===== config.mk =====
export PLATFORM = sky130hd
export DESIGN_NAME = decode_ctrl_pipe
export DESIGN_NICKNAME = d
export VERILOG_FILES = /design/src/rtl/cpu_types_pkg.sv /design/src/rtl/ctrl_decode.sv /design/src/rtl/decode_ctrl_pipe.sv
export SDC_FILE = /design/constraint.sdc
export NUM_CORES = 1
export LEC_CHECK = 0
export CAP_MARGIN = 15
export CORE_UTILIZATION = 46
export DETAILED_ROUTE_END_ITERATION = 10
export PLACE_DENSITY = 0.82
export SLEW_MARGIN = 10
export SYNTH_ARGS = -nofsm -noshare
export SYNTH_HDL_FRONTEND = slang
export SYNTH_SLANG_ARGS = --single-unit
export TNS_END_PERCENT = 20

===== constraint.sdc =====
create_clock -name CLK -period 5.4 [get_ports CLK]
set_input_delay 0.81 -clock CLK [delete_from_list [all_inputs] [get_ports CLK]]
set_output_delay 0.81 -clock CLK [all_outputs]
set_load 0.02 [all_outputs]

===== src/rtl/cpu_types_pkg.sv =====
`default_nettype none
// ============================================================================
// cpu_types_pkg : shared control-bundle, ALU op and decode-queue types.
// Rev 1.0
// ============================================================================
package cpu_types_pkg;

    typedef enum logic [3:0] {
        ALU_ADD, ALU_SUB, ALU_AND, ALU_OR, ALU_XOR,
        ALU_NOR, ALU_SLT, ALU_SLTU, ALU_SLL, ALU_SRL
    } aluop_t;

    typedef struct packed {
        logic [1:0] jump;
        logic [1:0] branch;
        logic [1:0] regDst;
        logic [1:0] extender;
        aluop_t     aluOp;
        logic       aluSrc;
        logic       jal;
        logic       memRead;
        logic       memtoReg;
        logic       memWrite;
        logic       regWrite;
        logic       datomic;
        logic       halt;
    } ctrl_t;

    typedef enum logic [1:0] {RUN, DRAIN, HALTED} dq_state_t;

    typedef struct packed {
        logic [31:0] instr;
        logic [31:0] pc;
        ctrl_t       ctrl;
        logic        illegal;
    } dq_entry_t;

    localparam logic [1:0] EXT_ZERO  = 2'd0;
    localparam logic [1:0] EXT_SIGN  = 2'd1;
    localparam logic [1:0] EXT_UPPER = 2'd2;

    localparam logic [5:0] OP_RTYPE = 6'h00;
    localparam logic [5:0] OP_J     = 6'h02;
    localparam logic [5:0] OP_JAL   = 6'h03;
    localparam logic [5:0] OP_BEQ   = 6'h04;
    localparam logic [5:0] OP_BNE   = 6'h05;
    localparam logic [5:0] OP_ADDI  = 6'h08;
    localparam logic [5:0] OP_ADDIU = 6'h09;
    localparam logic [5:0] OP_SLTI  = 6'h0A;
    localparam logic [5:0] OP_SLTIU = 6'h0B;
    localparam logic [5:0] OP_ANDI  = 6'h0C;
    localparam logic [5:0] OP_ORI   = 6'h0D;
    localparam logic [5:0] OP_XORI  = 6'h0E;
    localparam logic [5:0] OP_LUI   = 6'h0F;
    localparam logic [5:0] OP_LW    = 6'h23;
    localparam logic [5:0] OP_SW    = 6'h2B;
    localparam logic [5:0] OP_LL    = 6'h30;
    localparam logic [5:0] OP_SC    = 6'h38;
    localparam logic [5:0] OP_HALT  = 6'h3F;

    localparam logic [5:0] FN_SLL  = 6'h00;
    localparam logic [5:0] FN_SRL  = 6'h02;
    localparam logic [5:0] FN_JR   = 6'h08;
    localparam logic [5:0] FN_ADD  = 6'h20;
    localparam logic [5:0] FN_ADDU = 6'h21;
    localparam logic [5:0] FN_SUB  = 6'h22;
    localparam logic [5:0] FN_SUBU = 6'h23;
    localparam logic [5:0] FN_AND  = 6'h24;
    localparam logic [5:0] FN_OR   = 6'h25;
    localparam logic [5:0] FN_XOR  = 6'h26;
    localparam logic [5:0] FN_NOR  = 6'h27;
    localparam logic [5:0] FN_SLT  = 6'h2A;
    localparam logic [5:0] FN_SLTU = 6'h2B;

    function automatic ctrl_t default_ctrl();
        ctrl_t c;
        c          = '0;
        c.aluSrc   = 1'b1;
        c.regWrite = 1'b1;
        c.extender = EXT_SIGN;
        c.regDst   = 2'd1;
        c.aluOp    = ALU_ADD;
        return c;
    endfunction

endpackage
`default_nettype wire


===== src/rtl/ctrl_decode.sv =====
`default_nettype none
// ============================================================================
// ctrl_decode : combinational MIPS word -> control bundle + illegal flag.
// Rev 1.0
// ============================================================================
module ctrl_decode
    import cpu_types_pkg::*;
#(
    parameter bit ATOMIC_EN    = 1'b1,
    parameter bit ILLEGAL_TRAP = 1'b1
) (
    input  logic [31:0] instr_i,
    output ctrl_t       ctrl_o,
    output logic        illegal_o
);

    logic [5:0] w_op;
    logic [5:0] w_fn;
    ctrl_t      w_c;
    logic       w_known;

    assign w_op = instr_i[31:26];
    assign w_fn = instr_i[5:0];

    always_comb begin
        w_c     = default_ctrl();
        w_known = 1'b1;
        case (w_op)
            OP_RTYPE: begin
                w_c.regDst = 2'd0;
                w_c.aluSrc = 1'b0;
                case (w_fn)
                    FN_SLL:          begin w_c.aluOp = ALU_SLL; w_c.regWrite = 1'b0; end
                    FN_SRL:          w_c.aluOp = ALU_SRL;
                    FN_JR:           begin w_c.jump = 2'd2; w_c.regWrite = 1'b0; end
                    FN_ADD, FN_ADDU: w_c.aluOp = ALU_ADD;
                    FN_SUB, FN_SUBU: w_c.aluOp = ALU_SUB;
                    FN_AND:          w_c.aluOp = ALU_AND;
                    FN_OR:           w_c.aluOp = ALU_OR;
                    FN_XOR:          w_c.aluOp = ALU_XOR;
                    FN_NOR:          w_c.aluOp = ALU_NOR;
                    FN_SLT:          w_c.aluOp = ALU_SLT;
                    FN_SLTU:         w_c.aluOp = ALU_SLTU;
                    default:         w_known = 1'b0;
                endcase
            end
            OP_J:             w_c.jump = 2'd1;
            OP_JAL:           begin w_c.jump = 2'd1; w_c.jal = 1'b1; w_c.regDst = 2'd2; end
            OP_BEQ:           begin w_c.branch = 2'd1; w_c.aluSrc = 1'b0; w_c.regWrite = 1'b0; w_c.aluOp = ALU_SUB; end
            OP_BNE:           begin w_c.branch = 2'd2; w_c.aluSrc = 1'b0; w_c.regWrite = 1'b0; w_c.aluOp = ALU_SUB; end
            OP_ADDI, OP_ADDIU: w_c.aluOp = ALU_ADD;
            OP_SLTI:          w_c.aluOp = ALU_SLT;
            OP_SLTIU:         w_c.aluOp = ALU_SLTU;
            OP_ANDI:          begin w_c.aluOp = ALU_AND; w_c.extender = EXT_ZERO; end
            OP_ORI:           begin w_c.aluOp = ALU_OR;  w_c.extender = EXT_ZERO; end
            OP_XORI:          begin w_c.aluOp = ALU_XOR; w_c.extender = EXT_ZERO; end
            OP_LUI:           w_c.extender = EXT_UPPER;
            OP_LW:            begin w_c.memRead = 1'b1; w_c.memtoReg = 1'b1; end
            OP_SW:            begin w_c.memWrite = 1'b1; w_c.regWrite = 1'b0; end
            OP_LL: begin
                if (ATOMIC_EN) begin
                    w_c.memRead  = 1'b1;
                    w_c.memtoReg = 1'b1;
                    w_c.datomic  = 1'b1;
                end else begin
                    w_known = 1'b0;
                end
            end
            OP_SC: begin
                // SC writes its success flag back, hence memtoReg with regWrite kept.
                if (ATOMIC_EN) begin
                    w_c.memWrite = 1'b1;
                    w_c.memtoReg = 1'b1;
                    w_c.datomic  = 1'b1;
                end else begin
                    w_known = 1'b0;
                end
            end
            OP_HALT:          w_c.halt = 1'b1;
            default:          w_known = 1'b0;
        endcase

        if (instr_i == 32'h0000_0000) begin
            w_c.regWrite = 1'b0;
        end
        if (!w_known) begin
            w_c = default_ctrl();
        end
        if (!w_known && ILLEGAL_TRAP) begin
            w_c.regWrite = 1'b0;
            w_c.memRead  = 1'b0;
            w_c.memWrite = 1'b0;
            w_c.jump     = 2'd0;
            w_c.branch   = 2'd0;
            w_c.halt     = 1'b0;
            w_c.datomic  = 1'b0;
        end
    end

    assign ctrl_o    = w_c;
    assign illegal_o = !w_known && ILLEGAL_TRAP;

endmodule
`default_nettype wire


===== src/rtl/decode_ctrl_pipe.sv =====
`default_nettype none
// ============================================================================
// decode_ctrl_pipe : decoded-instruction queue with halt drain, LL/SC tracking
// and flush, between fetch and register read.  Rev 1.0
// ============================================================================
module decode_ctrl_pipe
    import cpu_types_pkg::*;
#(
    parameter int DEPTH        = 2,
    parameter bit ATOMIC_EN    = 1'b1,
    parameter bit ILLEGAL_TRAP = 1'b1
) (
    input  logic        CLK,
    input  logic        RST,
    input  logic        in_valid,
    output logic        in_ready,
    input  logic [31:0] in_instr,
    input  logic [31:0] in_pc,
    input  logic        flush,
    output logic        out_valid,
    input  logic        out_ready,
    output logic [31:0] out_instr,
    output logic [31:0] out_pc,
    output ctrl_t       out_ctrl,
    output logic        out_illegal,
    output logic        halted,
    output logic        atomic_pending
);

    localparam int PTR_W = (DEPTH > 1) ? $clog2(DEPTH) : 1;
    localparam int CNT_W = $clog2(DEPTH + 1);

    typedef logic [PTR_W-1:0] ptr_t;

    dq_entry_t        mem_q [DEPTH];
    ptr_t             head_q, head_d;
    ptr_t             tail_q, tail_d;
    logic [CNT_W-1:0] count_q, count_d;
    dq_state_t        state_q, state_d;
    logic             pend_q, pend_d;

    ctrl_t     w_dec_ctrl;
    logic      w_dec_illegal;
    dq_entry_t w_head;
    logic      w_empty, w_full, w_push, w_pop;

    function automatic ptr_t ptr_inc(input ptr_t p);
        return (p == ptr_t'(DEPTH - 1)) ? '0 : p + ptr_t'(1);
    endfunction

    ctrl_decode #(
        .ATOMIC_EN    (ATOMIC_EN),
        .ILLEGAL_TRAP (ILLEGAL_TRAP)
    ) u_ctrl_decode (
        .instr_i   (in_instr),
        .ctrl_o    (w_dec_ctrl),
        .illegal_o (w_dec_illegal)
    );

    assign w_empty   = (count_q == '0);
    assign w_full    = (count_q == CNT_W'(DEPTH));
    assign w_head    = mem_q[head_q];
    assign in_ready  = !RST && !flush && !w_full && (state_q == RUN);
    assign out_valid = !w_empty && !flush && (state_q != HALTED);
    assign w_push    = in_valid && in_ready;
    assign w_pop     = out_valid && out_ready;

    assign out_instr      = w_empty ? '0 : w_head.instr;
    assign out_pc         = w_empty ? '0 : w_head.pc;
    assign out_ctrl       = w_empty ? '0 : w_head.ctrl;
    assign out_illegal    = w_empty ? 1'b0 : w_head.illegal;
    assign halted         = (state_q == HALTED);
    assign atomic_pending = pend_q;

    always_comb begin
        head_d  = head_q;
        tail_d  = tail_q;
        count_d = count_q;
        state_d = state_q;
        pend_d  = pend_q;
        if (flush && state_q != HALTED) begin
            head_d  = '0;
            tail_d  = '0;
            count_d = '0;
            state_d = RUN;
            pend_d  = 1'b0;
        end else begin
            if (w_push) tail_d = ptr_inc(tail_q);
            if (w_pop)  head_d = ptr_inc(head_q);
            if (w_push && !w_pop)      count_d = count_q + CNT_W'(1);
            else if (w_pop && !w_push) count_d = count_q - CNT_W'(1);
            if (w_push && w_dec_ctrl.halt)  state_d = DRAIN;
            if (w_pop && w_head.ctrl.halt)  state_d = HALTED;
            // LL sets, SC clears; an SC with nothing pending leaves the flag at 0.
            if (w_pop && w_head.ctrl.datomic) pend_d = w_head.ctrl.memRead;
        end
    end

    always_ff @(posedge CLK) begin
        if (RST) begin
            head_q  <= '0;
            tail_q  <= '0;
            count_q <= '0;
            state_q <= RUN;
            pend_q  <= 1'b0;
        end else begin
            head_q  <= head_d;
            tail_q  <= tail_d;
            count_q <= count_d;
            state_q <= state_d;
            pend_q  <= pend_d;
        end
    end

    always_ff @(posedge CLK) begin
        if (w_push) begin
            mem_q[tail_q] <= '{instr: in_instr, pc: in_pc, ctrl: w_dec_ctrl, illegal: w_dec_illegal};
        end
    end

endmodule
`default_nettype wire

==> results of run 1 <==
## cell usage after synthesis, drive strengths merged
library cell	n
or4	3
nand2	7
a21oi	8
clkbuf	18
ha	1
nand4	2
mux2i	85
nor3	7
or2	3
a2bb2oi	1
nand2b	7
or4b	1
nor2b	2
nor4	3
o21a	1
or3	5
nor2	100
nand3b	1
o32ai	1
edfxtp	170
and3	1
inv	6
o41ai	1
nand3	5
a22oi	1
o311ai	1
a21o	3
o21ba	1
nor3b	1
o21ai	7
and2	2
buf	11
o221ai	1
and4b	2
a31oi	1
xnor2	2
dfxtp	8
xor2	3
## flip-flops by register name, indices dropped and copies added, names as in the netlist, named ones only
register        cells
head_q              1
tail_q              1
mem_q             170
count_q             2
state_q             2
atomic_pending      1
## power breakdown
group | leakage, nW | switching [mW] | internal [mW]
Combinational | 1.15 | 0.119 | 0.108
Clock | 0.284 | 0.486 | 0.723
Sequential | 1.63 | 0.00732 | 1.54
Total | 3.06 | 0.613 | 2.37
## routing by layer
layer / wire length, um / vias up / share of wire (%)
met2: 7740 / 165 / 53
met3: 728 / 20 / 5.0
li1: - / 2087 / -
met1: 5940 / 2175 / 41
met4: 251 / 0 / 1.7
met5: 0 / - / 0
## kinds of logic after synthesis
| group | synth area share [%] |
|---|---|
| compound gates | 2.50 |
| mux | 11.8 |
| fa+ha+maj | 0.174 |
| xor+xnor | 0.608 |
| buf+inv | 2.00 |
| flops | 73.1 |
| simple gates | 9.80 |
## cell type report
| class | instances | area share (%) |
|---|---|---|
| clock buffers | 17 | 4.44 |
| inverters | 6 | 0.235 |
| flip-flops and latches | 178 | 54.9 |
| clock inverters | 15 | 1.72 |
| multi-input cells | 270 | 18.9 |
| well taps | 211 | 2.75 |
| repair buffers | 163 | 17.1 |
## worst reg2reg max path, delay by kind of cell (launching register included)
family                 cells  cell delay (ns)
buffers and inverters      1             0.53
flip-flops                 1             0.33
AND/OR/NAND/NOR            3             1.34
## final timing paths
kind	endpoint
setup / recovery	out_pc[18]
hold / removal	register
hold reg to reg	register
setup reg to reg	mem_q[0][44]
==> flow_metrics.tcl, run 1 <==
set metrics [dict create \
    outcome "completed" \
    crit_family "buffers and inverters" \
    power_density_mw_per_mm2 311 \
    setup_viol 0 \
    cp.arrival_ns 2.87 \
    place_hpwl_mm 9.67 \
    wirelength_mm 14.7 \
    worstPathCellList "nor2_4 -> buf_4 -> nor2_1 -> clkdlybuf4s50_1" \
    dp.cells 827 \
    mostFrequentLayoutCell "edfxtp_1" \
    crit_required_ns 4.59 \
    clock_latency_ns 0.41 \
    slew_viol_final 0 \
    pre_cts_ws_ns 1.89 \
    hp-class "register to register" \
    diodes 0 \
    path_buf_inv 2 \
    coreArea_mm2 0.0153 \
    maxSlewHeadroom_pct 33.0 \
    max_freq_ghz 0.272 \
    fill_cells 1130 \
    final_cell_mix "edfxtp_1 (170), clkdlybuf4s50_1 (157), nor2_1 (99), mux2i_1 (85), clkbuf_16 (17)" \
    rsz0062_at_grt "false" \
    min_period_ns 3.68 \
    fin_nets 706 \
    drive_gt1_share_pct 6.47 \
    ant_nets 0 \
    drt-initial-drc-count 302 \
    worstSetupStartpointType "register" \
    post_cts_resized 0 \
    die_w_um 127 \
    synth.area.top_cells "edfxtp_1 (71%), mux2i_1 (12%), nor2_1 (5.2%)" \
    synth.distinct_cells 44 \
    utilization_pct 62.9 \
    hold_viol 0 \
    cts_root_buffer "clkbuf_16" \
    hold_start "head_q" \
    crit_type "register to output pin" \
    r2r-start "state_q[1]" \
    grt_pass1_vias 4520 \
    port_buffers 157 \
    grt_pass1_wl_mm 22.9 \
    cts.sinks 178 \
    register_area_mm2 0.00527 \
    maxCapViolations 0 \
    ys_seq_elements 178 \
    cts_tree "built" \
    syn_nets 553 \
    cp_max_fo 45 \
    firstDrtPassIters 5 \
    use_met1_pct 22.5 \
    clkTransAtPathRegs_ns 0.06 \
    setup_ws_ns 1.72 \
    grt_usage_pct 18.9 \
    cp_slowest_cell "nor2_4" \
    place_area_mm2 0.00897 \
    max_stage_delay_ns 0.79 \
    antenna_found_initial 0 \
    cts_made_buffers 17 \
    hold_depth 2 \
    yosysTopAreaCell "edfxtp_1" \
    met3_usage_pct 4.77 \
    clk_path_buf_depth 2 \
    peakVddDrop_mv 0.198 \
    synth_area_per_cell_um2 14.9 \
    die_area_mm2 0.0162 \
    routedWlPerCell_um 17.1 \
    startpoint "count_q[1]" \
    busiest_layer "met2" \
    h-tree-depth 4 \
    syn_inst 483 \
    vias 4447 \
    yosys_warnings 0 \
    clock_skew_ns 0.00455 \
    worstMarginPinSlew_ns 1.00 \
    finalSetupTns_ns 0 \
    cp-end-kind "output pin" \
    r2r_slack_ns 2.86 \
    instances_no_fill 860 \
    grt_max_degree 86 \
    io_pins 158 \
    total_power_mw 2.98 \
    fin_area_mm2 0.00959 \
    overflow 0 \
    reg2reg_depth 4 \
    multiInputGateArea_mm2 0.00181 \
    use_met2_pct 33.1 \
    cp.depth 4 \
    p_leak_nw 3.06 \
    finalCritPeriodShare_pct 68.2 \
    synthesis.area_mm2 0.00720 \
    hold_ws_ns 0.482 \
    rows 45 \
    die_h_um 127 \
    initial_core_util_pct 47.2 \
    drc 0 \
    ys_seq_area_share_pct 73.1 \
    hold_buffers 0 \
    synth_top_area_share_pct 70.9 \
    postCtsSetupBuffers 0 \
    area_delta_synth_final_pct 33.2 \
    finalWeightedCongestion 0.799 \
    vias_per_cell 5.17 \
]
Power figures use the tool's default switching activity.
==> inputs of run 2 (changes only) <==
--- a/config.mk
+++ b/config.mk
@@ -6,9 +6,9 @@
 export NUM_CORES = 1
 export LEC_CHECK = 0
 export CAP_MARGIN = 15
-export CORE_UTILIZATION = 46
+export CORE_UTILIZATION = 51
 export DETAILED_ROUTE_END_ITERATION = 10
-export PLACE_DENSITY = 0.82
+export PLACE_DENSITY = 0.85
 export SLEW_MARGIN = 10
 export SYNTH_ARGS = -nofsm -noshare
 export SYNTH_HDL_FRONTEND = slang
==> constraint.sdc (replaced) <==
create_clock -name CLK -period 3.7 [get_ports CLK]
set_input_delay 0.555 -clock CLK [delete_from_list [all_inputs] [get_ports CLK]]
set_output_delay 0.555 -clock CLK [all_outputs]
set_load 0.02 [all_outputs]
==> flow_metrics.tcl, run 2 (synthesis results as in run 1) <==
set metrics [dict create \
    p_int_mw 3.44 \
    worstMarginPinSlew_ns 0.889 \
    hold_start "head_q" \
    cp-end-kind "output pin" \
    port_buffers 157 \
    grt_pass1_vias 4436 \
    reg2reg_depth 5 \
    r2r_slack_ns 1.40 \
    die_area_mm2 0.0146 \
    top_register "mem_q" \
    post_cts_resized 0 \
    h-tree-depth 4 \
    power_density_mw_per_mm2 448 \
    total_power_mw 4.29 \
    drc 0 \
    multiInputGateArea_mm2 0.00181 \
    routedWlPerCell_um 17.9 \
    largestRegisters "mem_q: 170 flops, count_q: 2 flops, state_q: 2 flops" \
    finalSetupTns_ns 0 \
    crit_required_ns 3.14 \
    cts_root_buffer "clkbuf_16" \
    clkTransAtPathRegs_ns 0.06 \
    hold_depth 2 \
    initial_core_util_pct 52.1 \
    crit_type "register to output pin" \
    ant_nets 0 \
    maxCapViolations 0 \
    setup_viol 0 \
    cp_slowest_cell "nor2_4" \
    coreArea_mm2 0.0138 \
    outcome "completed" \
    worstPathCellList "nor2_4 -> buf_12 -> nor2_1 -> clkdlybuf4s50_1" \
    crit_family "buffers and inverters" \
    path_buf_inv 2 \
    cp_max_fo 51 \
    p_leak_nw 3.08 \
    rsz0062_at_grt "false" \
    cts.sinks 178 \
    drive_gt1_share_pct 6.01 \
    netSwitchingPower_mw 0.857 \
    max_freq_ghz 0.327 \
    r2r_end "count_q[1]" \
    diodes 0 \
    cp.arrival_ns 2.50 \
    largest_reg_flops 170 \
    cts_tree "built" \
    slew_viol_final 0 \
    p_comb_share_pct 7.8 \
    power_frac_seq_pct 52.5 \
    hp-class "register to register" \
    max_stage_delay_ns 0.69 \
    drt-initial-drc-count 532 \
    r2r-start "count_q[0]" \
    power.share.switching_pct 20.0 \
    clk_path_buf_depth 2 \
    fill_cells 906 \
    register_area_mm2 0.00527 \
    postCtsSetupBuffers 0 \
    hold_viol 0 \
    grt_pass1_wl_mm 22.5 \
    grt_usage_pct 20.8 \
    antenna_found_initial 0 \
    fin_nets 709 \
    die_w_um 121 \
    final_cell_mix "edfxtp_1 (170), clkdlybuf4s50_1 (157), nor2_1 (99), mux2i_1 (85), clkbuf_16 (17)" \
    peakVddDrop_mv 0.406 \
    die_h_um 121 \
    overflow 0 \
    rows 43 \
    wirelength_mm 14.8 \
    place_hpwl_mm 9.79 \
    maxSlewHeadroom_pct 40.6 \
    mostFrequentLayoutCell "edfxtp_1" \
    vias_per_cell 5.33 \
    firstDrtPassIters 5 \
    clkPwrFrac_pct 39.7 \
    cts_made_buffers 17 \
    io_pins 158 \
    finalCritPeriodShare_pct 82.7 \
    hold_buffers 0 \
    clock_skew_ns 0.00427 \
    min_period_ns 3.06 \
    clock_latency_ns 0.42 \
    finalWeightedCongestion 0.836 \
    vias 4417 \
    worstSetupStartpointType "register" \
    grt_max_degree 63 \
    area_delta_synth_final_pct 33.0 \
]
[run 2: cell types whose count changed in the layout (fill, tap and decap cells not counted)]
cell and change:
buf_16 -1, clkinv_4 -2, buf_12 +5, inv_6 -2
clkinvlp_4 -2, buf_4 -1, clkbuf_1 +2, clkinv_1 +1
[run 2: per-layer routing]
| layer | vias to the layer above | global-route usage (%) | routed length (um) |
|---|---|---|---|
| met5 | - | 0 | 0 |
| met4 | 0 | 9.26 | 246 |
| met3 | 23 | 4.39 | 798 |
| met2 | 154 | 35.1 | 7750 |
| met1 | 2146 | 25.9 | 6000 |
| li1 | 2094 | - | - |
[run 2: cell type report]
cell class	instances	share of cell area [%]
flip-flops and latches	178	55.0
clock inverters	10	1.24
well taps	180	2.35
clock buffers	19	4.52
multi-input cells	270	18.9
repair buffers	166	17.8
inverters	6	0.235
[run 2: power groups by stage]
stage / logic, mW / clock network [mW] / registers (mW)
2_1_floorplan: 0.147 / 0 / 2.29
3_3_place_gp: 0.325 / 0 / 2.29
3_5_place_dp: 0.334 / 0 / 2.30
4_1_cts: 0.336 / 1.73 / 2.25
5_1_grt: 0.357 / 1.80 / 2.26
6_report: 0.334 / 1.71 / 2.25
[run 2: through the flow]
stage | hold slack, ns | setup WS, ns | cells | utilization [%] | cell area [um^2]
global route | 0.500 | 0.460 | 829 | 69.3 | 9580
detailed placement | 0.466 | 0.868 | 800 | 65.3 | 9030
floorplan | 0.450 | 0.0816 | 483 | - | 7210
CTS | 0.475 | 0.572 | 829 | 69.3 | 9580
finish | 0.468 | 0.641 | 829 | 69.3 | 9580
global placement | 0.445 | 0.945 | 800 | 65.3 | 9030
[run 2: worst max-delay path by stage]
stage	start	endpoint	slack, ns	depth (start not counted)
floorplan	flush	mem_q[1][0]	0.08	4
global placement	flush	mem_q[1][10]	0.94	5
detailed placement	in_instr[30]	mem_q[1][11]	0.87	5
CTS	count_q[1]	out_pc[15]	0.57	4
global route	count_q[1]	out_ctrl[2]	0.46	4
finish	count_q[0]	out_pc[15]	0.64	4
[run 2: worst min-delay path: cells and delay by family, from the launching register on]
kind / cells / cell delay, ns
compound gates: 1 / 0.06
flops: 1 / 0.30
simple gates: 1 / 0.07
